**src/rtl/eb1_uart_pkg.sv**
```systemverilog
`default_nettype none
// ============================================================================
// Module      : eb1_uart_pkg
// Description : Definitions shared by the EB1 UART transmitter and receiver.
//               Provides the 3-bit FSM state encoding, the frame bit counts,
//               the serial line levels and the bit-period helper.
// Revision    : 1.0 - initial release
// ============================================================================
package eb1_uart_pkg;

    // PARITY keeps its encoding in every build so both ends of the link agree
    // on the state values even when parity is not compiled in.
    typedef enum logic [2:0] {
        ST_IDLE    = 3'd0,
        ST_START   = 3'd1,
        ST_DATA    = 3'd2,
        ST_PARITY  = 3'd3,
        ST_STOP    = 3'd4,
        ST_CLEANUP = 3'd5
    } uart_state_e;

    localparam int unsigned c_DATA_BITS       = 8;
    localparam int unsigned c_FRAME_BITS      = 10;  // start + 8 data + stop
    localparam int unsigned c_FRAME_BITS_PAR  = 11;  // with the parity bit
    localparam logic        c_LINE_IDLE       = 1'b1;
    localparam logic        c_START_LEVEL     = 1'b0;
    localparam logic        c_STOP_LEVEL      = 1'b1;

    // A programmed period of 0 would never end a bit, so it runs as 1 clock.
    function automatic logic [15:0] eff_period(input logic [15:0] clks);
        return (clks == 16'd0) ? 16'd1 : clks;
    endfunction

endpackage
`default_nettype wire

```
**src/rtl/eb1_uart_tx_fifo.sv**
```systemverilog
`default_nettype none
// ============================================================================
// Module      : eb1_uart_tx_fifo
// Description : Synchronous byte FIFO feeding the UART transmitter.
//               Read data is first-word fall-through (o_data shows the head
//               entry whenever o_empty is low).
// Ports       : i_Clock  - clock
//               rst_i    - asynchronous active-high reset (empties the FIFO)
//               i_push   - write strobe, ignored while full
//               i_data   - byte to write
//               i_pop    - read strobe, ignored while empty
//               o_data   - head entry
//               o_full   - FIFO_DEPTH entries held
//               o_empty  - no entries held
//               o_count  - entries held
// Parameters  : FIFO_DEPTH - entries, power of two and at least 2
// Revision    : 1.0 - initial release
// ============================================================================
module eb1_uart_tx_fifo #(
    parameter int FIFO_DEPTH = 4
) (
    input  logic                          i_Clock,
    input  logic                          rst_i,
    input  logic                          i_push,
    input  logic [7:0]                    i_data,
    input  logic                          i_pop,
    output logic [7:0]                    o_data,
    output logic                          o_full,
    output logic                          o_empty,
    output logic [$clog2(FIFO_DEPTH):0]   o_count
);

    localparam int              c_AW   = $clog2(FIFO_DEPTH);
    localparam logic [c_AW:0]   c_FULL = (c_AW + 1)'(FIFO_DEPTH);

    logic [7:0]      r_mem [FIFO_DEPTH];
    logic [c_AW-1:0] r_wr_ptr;
    logic [c_AW-1:0] r_rd_ptr;
    logic [c_AW:0]   r_count;
    logic            w_push_ok;
    logic            w_pop_ok;

    // Full/empty decode the registered count, so a push in the same cycle as
    // a pop from a full FIFO is still refused.
    assign o_full    = (r_count == c_FULL);
    assign o_empty   = (r_count == '0);
    assign o_count   = r_count;
    assign o_data    = r_mem[r_rd_ptr];
    assign w_push_ok = i_push & ~o_full;
    assign w_pop_ok  = i_pop & ~o_empty;

    // Storage needs no reset: the count alone decides what is valid.
    always_ff @(posedge i_Clock) begin
        if (w_push_ok) begin
            r_mem[r_wr_ptr] <= i_data;
        end
    end

    // Pointers wrap naturally at the power-of-two depth.
    always_ff @(posedge i_Clock or posedge rst_i) begin
        if (rst_i) begin
            r_wr_ptr <= '0;
            r_rd_ptr <= '0;
            r_count  <= '0;
        end else begin
            if (w_push_ok) begin
                r_wr_ptr <= r_wr_ptr + c_AW'(1);
            end
            if (w_pop_ok) begin
                r_rd_ptr <= r_rd_ptr + c_AW'(1);
            end
            case ({w_push_ok, w_pop_ok})
                2'b10:   r_count <= r_count + (c_AW + 1)'(1);
                2'b01:   r_count <= r_count - (c_AW + 1)'(1);
                default: r_count <= r_count;
            endcase
        end
    end

endmodule
`default_nettype wire

```
**src/rtl/eb1_uart_tx_prog.sv**
```systemverilog
`default_nettype none
// ============================================================================
// Module      : eb1_uart_tx_prog
// Description : 8N1 UART transmitter with a run-time bit period and a small
//               transmit FIFO. Bytes go out LSB first; the bit period is
//               latched from CLKS_PER_BIT at every frame start.
// Ports       : i_Clock      - clock
//               rst_i        - asynchronous active-high reset
//               CLKS_PER_BIT - clocks per serial bit (0 behaves as 1)
//               i_Tx_DV      - push strobe, taken when o_Tx_Ready is high
//               i_Tx_Byte    - byte to push
//               o_Tx_Ready   - FIFO not full
//               o_Tx_Serial  - serial line, idle high
//               o_Tx_Active  - frame in progress (start through stop)
//               o_Tx_Done    - one-cycle pulse after each stop bit
//               o_Fifo_Count - bytes queued, excluding the frame in flight
// Parameters  : FIFO_DEPTH   - FIFO entries, power of two, at least 2
// Macros      : EB1_UART_TX_PARITY_EN - adds an even-parity bit between the
//               data bits and the stop bit (11-bit frames)
// Revision    : 1.0 - initial release
// ============================================================================
module eb1_uart_tx_prog
    import eb1_uart_pkg::*;
#(
    parameter int FIFO_DEPTH = 4
) (
    input  logic                          i_Clock,
    input  logic                          rst_i,
    input  logic [15:0]                   CLKS_PER_BIT,
    input  logic                          i_Tx_DV,
    input  logic [7:0]                    i_Tx_Byte,
    output logic                          o_Tx_Ready,
    output logic                          o_Tx_Serial,
    output logic                          o_Tx_Active,
    output logic                          o_Tx_Done,
    output logic [$clog2(FIFO_DEPTH):0]   o_Fifo_Count
);

    uart_state_e r_state,   w_state;
    logic [15:0] r_clk_cnt, w_clk_cnt;
    logic [15:0] r_period,  w_period;
    logic [7:0]  r_shift,   w_shift;
    logic [2:0]  r_bit_idx, w_bit_idx;
    logic        r_parity,  w_parity;
    logic        r_serial,  w_serial;
    logic        r_active,  w_active;
    logic        r_done,    w_done;

    logic        w_bit_end;
    logic        w_pop;
    logic        w_fifo_full;
    logic        w_fifo_empty;
    logic [7:0]  w_fifo_data;

    eb1_uart_tx_fifo #(
        .FIFO_DEPTH (FIFO_DEPTH)
    ) u_fifo (
        .i_Clock (i_Clock),
        .rst_i   (rst_i),
        .i_push  (i_Tx_DV),
        .i_data  (i_Tx_Byte),
        .i_pop   (w_pop),
        .o_data  (w_fifo_data),
        .o_full  (w_fifo_full),
        .o_empty (w_fifo_empty),
        .o_count (o_Fifo_Count)
    );

    assign o_Tx_Ready  = ~w_fifo_full;
    assign o_Tx_Serial = r_serial;
    assign o_Tx_Active = r_active;
    assign o_Tx_Done   = r_done;

    // r_period is never 0, so the subtraction cannot wrap.
    assign w_bit_end = (r_clk_cnt == r_period - 16'd1);

    always_ff @(posedge i_Clock or posedge rst_i) begin
        if (rst_i) begin
            r_state   <= ST_IDLE;
            r_clk_cnt <= '0;
            r_period  <= 16'd1;
            r_shift   <= '0;
            r_bit_idx <= '0;
            r_parity  <= 1'b0;
            r_serial  <= c_LINE_IDLE;
            r_active  <= 1'b0;
            r_done    <= 1'b0;
        end else begin
            r_state   <= w_state;
            r_clk_cnt <= w_clk_cnt;
            r_period  <= w_period;
            r_shift   <= w_shift;
            r_bit_idx <= w_bit_idx;
            r_parity  <= w_parity;
            r_serial  <= w_serial;
            r_active  <= w_active;
            r_done    <= w_done;
        end
    end

    always_comb begin
        w_state   = r_state;
        w_clk_cnt = r_clk_cnt;
        w_period  = r_period;
        w_shift   = r_shift;
        w_bit_idx = r_bit_idx;
        w_parity  = r_parity;
        w_pop     = 1'b0;

        case (r_state)
            // CLEANUP shares IDLE's pop so queued bytes follow after exactly
            // one high cycle.
            ST_IDLE, ST_CLEANUP: begin
                if (!w_fifo_empty) begin
                    w_pop     = 1'b1;
                    w_state   = ST_START;
                    w_shift   = w_fifo_data;
                    w_parity  = ^w_fifo_data;
                    w_period  = eff_period(CLKS_PER_BIT);
                    w_clk_cnt = '0;
                    w_bit_idx = '0;
                end else begin
                    w_state   = ST_IDLE;
                end
            end
            ST_START: begin
                w_clk_cnt = r_clk_cnt + 16'd1;
                if (w_bit_end) begin
                    w_clk_cnt = '0;
                    w_state   = ST_DATA;
                end
            end
            ST_DATA: begin
                w_clk_cnt = r_clk_cnt + 16'd1;
                if (w_bit_end) begin
                    w_clk_cnt = '0;
                    if (r_bit_idx == 3'(c_DATA_BITS - 1)) begin
`ifdef EB1_UART_TX_PARITY_EN
                        w_state = ST_PARITY;
`else
                        w_state = ST_STOP;
`endif
                    end else begin
                        w_shift   = {1'b0, r_shift[7:1]};
                        w_bit_idx = r_bit_idx + 3'd1;
                    end
                end
            end
            ST_PARITY: begin
                w_clk_cnt = r_clk_cnt + 16'd1;
                if (w_bit_end) begin
                    w_clk_cnt = '0;
                    w_state   = ST_STOP;
                end
            end
            ST_STOP: begin
                w_clk_cnt = r_clk_cnt + 16'd1;
                if (w_bit_end) begin
                    w_clk_cnt = '0;
                    w_state   = ST_CLEANUP;
                end
            end
            default: begin
                w_state = ST_IDLE;
            end
        endcase

        // Outputs are registered, so they are decoded from the state being
        // entered rather than the current one.
        case (w_state)
            ST_START:  w_serial = c_START_LEVEL;
            ST_DATA:   w_serial = w_shift[0];
            ST_PARITY: w_serial = w_parity;
            ST_STOP:   w_serial = c_STOP_LEVEL;
            default:   w_serial = c_LINE_IDLE;
        endcase
        w_active = (w_state == ST_START) || (w_state == ST_DATA) ||
                   (w_state == ST_PARITY) || (w_state == ST_STOP);
        w_done   = (r_state == ST_STOP) && w_bit_end;
    end

endmodule
`default_nettype wire

```
**config.mk**
```make
export PLATFORM = sky130hd
export DESIGN_NAME = eb1_uart_tx_prog
export DESIGN_NICKNAME = d
export VERILOG_FILES = /design/src/rtl/eb1_uart_pkg.sv /design/src/rtl/eb1_uart_tx_fifo.sv /design/src/rtl/eb1_uart_tx_prog.sv
export SDC_FILE = /design/constraint.sdc
export NUM_CORES = 1
export LEC_CHECK = 0
export BUFFER_PORTS_ARGS = -buffer_cell sky130_fd_sc_hd__clkbuf_2
export CAP_MARGIN = 20
export CORE_MARGIN = 3
export CORE_UTILIZATION = 38
export DETAILED_ROUTE_END_ITERATION = 10
export PLACE_DENSITY = 0.66
export SLEW_MARGIN = 20
export SYNTH_ARGS = -nofsm -noshare
export SYNTH_HDL_FRONTEND = slang
export SYNTH_SLANG_ARGS = --single-unit
export TNS_END_PERCENT = 100
```
**constraint.sdc**
```tcl
create_clock -name i_Clock -period 3.4 [get_ports i_Clock]
set_clock_uncertainty 0.15 [all_clocks]
set_input_delay 0.51 -clock i_Clock [delete_from_list [all_inputs] [get_ports i_Clock]]
set_output_delay 0.51 -clock i_Clock [all_outputs]
set_load 0.005 [all_outputs]
```
# Word level (Yosys, flattened, before mapping)
# Memory sizes are Yosys's and may differ from the RTL's.
# Index checks and enable logic that the tools add are counted.
[totals]
mem_count = 1
regBits = 57
input_bits = 27
out_inout_bits = 7
ramBits = 32
[op_classes]
addsub = 7
eq_ne = 17
n_mux = 27
reduce_logical = 16
bitwise_logic = 4
[memory_table]
columns = ["memory", "depth", "width", "rd", "rd_ports_with_merged_regs", "wr", "line", "source"]
rows = [
  ["u_fifo.r_mem", 4, 8, 1, 0, 1, "eb1_uart_tx_fifo.sv:36", "logic [7:0] r_mem [FIFO_DEPTH];"],
]
[ops]
columns = ["operator", "n"]
rows = [
  ["2-to-1 mux 16 bit", 3],
  ["one-hot mux 16 bit (2 select lines)", 1],
  ["2-to-1 mux 3 bit", 8],
  ["2-to-1 mux 8 bit", 3],
  ["adder 16 x 1 -> 16 bit, second input constant", 1],
  ["== test 16 bit", 1],
  ["logical NOT 16 bit", 1],
  ["one-hot mux 8 bit (2 select lines)", 1],
  ["subtractor 16 x 1 -> 16 bit, second input constant", 1],
  ["== test 3 bit, second input constant", 5],
  ["one-hot mux 3 bit (5 select lines)", 1],
  ["== test 3 x 2 -> 1 bit, second input constant", 4],
  ["one-hot mux 3 bit (2 select lines)", 2],
  ["XOR reduction 8 bit", 1],
  ["2-to-1 mux 1 bit", 7],
  ["adder 3 x 1 -> 3 bit, second input constant", 2],
  ["== test 3 x 1 -> 1 bit, second input constant", 2],
  ["logical NOT 3 bit", 2],
  ["inequality test 2 bit, second input constant", 3],
  ["nonzero test 2 bit", 3],
  ["adder 2 x 1 -> 2 bit, second input constant", 2],
  ["AND reduction 2 bit", 2],
  ["AND reduction 4 bit", 1],
  ["OR reduction 4 bit", 1],
  ["9 further kinds", 13],
]

# Depth between registers and ports, before layout
[depth]
word_depth = 8
ltp_mapped = 14
depth_no_buf = 10

# Modules after synthesis
# A second synthesis with hierarchy kept.
[hier_totals]
cells_unflattened = 436
hier_area_um2 = 4802.1
[by_module_without_submodules]
columns = ["module", "seq_area_each_um2", "instances", "cells_per_inst", "area_per_inst_um2"]
rows = [
  ["eb1_uart_tx_prog", 1253.7, 1, 356, 3205.6],
  ["eb1_uart_tx_fifo", 1136.1, 1, 80, 1596.5],
]

# Least setup slack after synthesis
# No wires, ideal clock.
[synth_timing]
kind = "register -> register"
startpoint = "register r_period[0]"
endpoint = "register r_bit_idx[0]"
slack_ps = -80
path_stages_with_launch = 13
required_ps = 3125
n_path_buf = 3
t_arrival_ps = 3205
period_less_slack_ps = 3480
path_cell_list = "dfstp_2 > clkbuf_1 > inv_1 > ha_1 > clkbuf_1 > inv_1 > or4b_2 > o211ai_1 > o22ai_1 > or4b_1 > buf_2 > o31ai_4 > mux2_4"
[synth_between]
elab_chain_len = 4
[synth_rtl]
columns = ["item", "line", "source"]
rows = [
  ["from (decl)", "eb1_uart_tx_prog.sv:41", "logic [15:0] r_period, w_period;"],
  ["from (signal assigned)", "eb1_uart_tx_prog.sv:91", "r_period <= w_period;"],
  ["subtractor 16 x 1 -> 16 bit", "eb1_uart_tx_prog.sv:75", "assign w_bit_end = (r_clk_cnt == r_period - 16'd1);"],
  ["== test 16 bit", "eb1_uart_tx_prog.sv:75", ""],
  ["inequality test 2 bit (no line)", "-", ""],
  ["AND reduction 4 bit (no line)", "-", ""],
  ["to (signal assigned)", "eb1_uart_tx_prog.sv:93", "r_bit_idx <= w_bit_idx;"],
  ["to (decl)", "eb1_uart_tx_prog.sv:43", "logic [2:0] r_bit_idx, w_bit_idx;"],
]
# No other way between the ends.
# A chain may end at the register's enable or synchronous reset.

# Worst setup path after layout
[layout_timing]
startpoint = "register r_period[4]"
endpoint = "register r_bit_idx[2]"
# The elaborated chain is that of the path after synthesis.

==> results.md <==
- Die Ht: 119.0 um
- Final Max Tran Viols: 0
- CTS tree: done
- Layout cell share with drive strength beyond 1: 20.93%
- Worst slew pin tran: 679.1 ps
- Crit-path max FO: 8
- Hold Path Class: input port to asynchronous set/reset pin
- Seq cells post-synth: 89
- Leak: 0.002437 uW
- Maxcap violations: 0
- FF-to-FF Start: r_period[4]
- Crit. End Element: flop
- Finished Layout Cells: 660
- Status: finished, final reports clean
- Cell Rows: 40
- Die width: 119.0 um
- Ant. Diodes: 0
- R2r setup slk: 50 ps
- Asr flop ratio synth: 64.04%
- Skew-Pair Late Insertion Delay: 350 ps
- Die area: 0.01416 mm^2
- WHS: 61.74 ps
- Syn_area_per_cell: 11.01 um^2
- Global placement routability congestion: 0.9103
- Fin. Hold Viols: 0
- RSZ-0062 raised after global routing: yes
- WL final: 10,510 um
- Placed instance count: 639
- Drt drc: 0
- WP data arrival: 3430 ps
- Num CTS Buffers: 9
- Distinct cells, synth: 67
- CTS sink cnt: 89
- Largest net degree at the start of global routing: 31
- First-pass GRT wire length: 17,830 um
- I/O pin count: 34
- CTS max path bufs: 2
- PD cells: 542.1 mW/mm^2
- Detail Route Antenna Nets: 0
- Starting DRT DRC Count: 209
- Post-Route Utilization: 46.04%
- Hold Buf Count CTS: 0
- Initial Utilization: 39.58%
- FF/Latch Area: 0.002390 mm^2
- Max Fclk: 298.4 MHz
- Relative slew slack: 54.38%
- Fillers: 1,123
- Startpoint types: flop
- Max VDD drop: 394.4 uV
- Multi-input logic area: 0.002275 mm^2
- CTS clk-pin slew, worst paths: 70 ps
- Remaining global-route overflow: 0
- Core area: 0.01226 mm^2
- Detailed placement HPWL: 7697 um
- Synth warn: 0
- Finished Cell Area: 0.005645 mm^2
- Nets: 524
- Area grow syn2layout: 16.32%
- GRT Total Usage: 15.55%
- Fin crit share: 98.55%
- Vias per inst: 5.527
- EDFF count, synth: 32
- Number of I/O port buffers: 33
- First-pass iteration count of the detailed router: 4
- Endpoints failing setup: 0
- DR vias: 3,648
- H-tree Lvls: 3
- Initial antenna violation count: 0
- Critical Path RT: 3480 ps
- Reg-to-Reg End: r_bit_idx[2]
- Drt wl/cell: 15.93 um
- Syn nets: 478
- Worst Reg-to-Reg Cells: 9
- Synthesized instance count: 441
- Placed Instance Area: 0.005274 mm^2
- Final Critical Period: 3351 ps
- Mapped Area: 0.004853 mm^2
- Crit Path Class: flop to flop
- Synth Flop Type: dfrtp_1
- Vias in the first global route: 3,684
- Register area share after synthesis: 49.24%
- Root Buffer: clkbuf_16
==> layout by cell type (no fill, tap or decap), types with 11 or more instances in the layout <==
cell | Yosys | final
clkbuf_2 | 0 | 33
nand2_1 | 65 | 65
buf_4 | 1 | 24
o21bai_1 | 14 | 14
a21o_1 | 11 | 11
and3_1 | 19 | 19
nor3b_1 | 12 | 12
inv_1 | 17 | 16
o21ai_0 | 13 | 13
dfrtp_1 | 55 | 55
nor2_1 | 16 | 16
xnor2_1 | 22 | 22
edfxtp_1 | 32 | 32
==> where the power goes <==
part / switching [uW] / internal [uW]
Clock: 461 / 594
Combinational: 306 / 274
Sequential: 144 / 1280
Total: 911 / 2150
==> kinds of logic (layout without fill, tap and decap cells) <==
family          after synthesis  count (layout)  share of synthesized area [%]
fa+ha+maj                    10              10                          2.733
compound gates               81              81                          12.94
flops                        89              89                          49.24
xor+xnor                     31              31                          6.032
mux                          17              17                          5.929
simple gates                171             171                          19.15
buf+inv                      42              93                          3.970
==> state kept, by name, indices dropped and copies added, names as in the netlist <==
register         cells
r_clk_cnt           16
o_Tx_Active          1
u_fifo.r_mem        32
o_Tx_Serial          1
u_fifo.r_wr_ptr      2
o_Tx_Done            1
u_fifo.r_rd_ptr      2
u_fifo.o_count       3
r_shift              8
r_state              3
r_bit_idx            3
r_parity             1
r_period            16
==> stage by stage <==
step | total power, uW | TNS [ps] | setup slack [ps]
after floorplan | 1820 | 0 | 40.89
after global placement | 1991 | 0 | 132.4
after detailed placement | 2027 | 0 | 76.88
after CTS | 3082 | 0 | 70.76
after global routing | 3222 | -134.3 | -37.41
final | 3060 | 0 | 49.26
==> final cells by class <==
type / count / share of cell area (%)
Clock buffer: 9 / 3.989
Multi-Input combinational cell: 310 / 40.29
Sequential cell: 89 / 42.33
Inverter: 18 / 1.197
Timing Repair Buffer: 59 / 6.738
Tap cell: 168 / 3.723
Clock inverter: 7 / 1.729
==> critical path: stages (launching register included) <==
cell     delay, ps
dfrtp_1        380
or4_4          590
or4b_4         520
xnor2_2        160
nand2_1         60
nor2_1          90
or4b_4         470
buf_8          150
o31ai_4        340
mux2_4         330
==> layer usage <==
metal  up-vias  share of wire [%]  GRT usage (%)
li1       1704                  -              -
met1      1839                 46          20.01
met2        83                 46          24.97
met3        22                4.9          4.084
met4         0                2.3          6.300
met5         -                  0              0
==> how the worst max path moves through the flow <==
stage | startpoint | to | slack [ps] | depth (start not counted)
4_1_cts | r_period[0] | r_bit_idx[1] | 70 | 11
2_1_floorplan | r_period[0] | r_bit_idx[0] | 40 | 12
3_3_place_gp | r_period[2] | r_bit_idx[1] | 130 | 9
3_5_place_dp | r_period[0] | r_bit_idx[1] | 80 | 11
5_1_grt | r_period[4] | r_bit_idx[1] | -40 | 9
6_report | r_period[4] | r_bit_idx[2] | 50 | 9
==> timing repair <==
item,CTS,global route
setup buffers,0,5
endpoints found under the setup margin,0,3
resized for setup,0,3
==> synthesized netlist by cell type (3+ instances only) <==
cell type  number  share of area [%]
nor2_1         16                1.2
clkbuf_1       14                1.1
edfxtp_1       32                 20
nand2b_1        4               0.52
o311a_1         6                1.2
mux2_4          3               0.93
dfrtp_1        55                 28
xnor2_1        22                4.0
or2_2           3               0.39
mux2i_1         4               0.82
a221o_1         6                1.2
a21oi_1         5               0.52
nor3b_1        12                1.9
buf_1           4               0.31
o21ai_0        13                1.3
a21o_1         11                1.7
o21bai_1       14                2.2
or3_1           4               0.52
and3_1         19                2.4
nand4_1         5               0.64
ha_1            9                2.3
mux4_2          8                3.7
nor4_1          9                1.2
xor2_1          7                1.3
nand3_1         7               0.72
o211ai_1        3               0.46
buf_6           4               0.93
nor2b_1         4               0.52
nor3_1          8               0.82
inv_1          17                1.3
nand2_1        65                5.0
(Power assumes the default switching activity.)
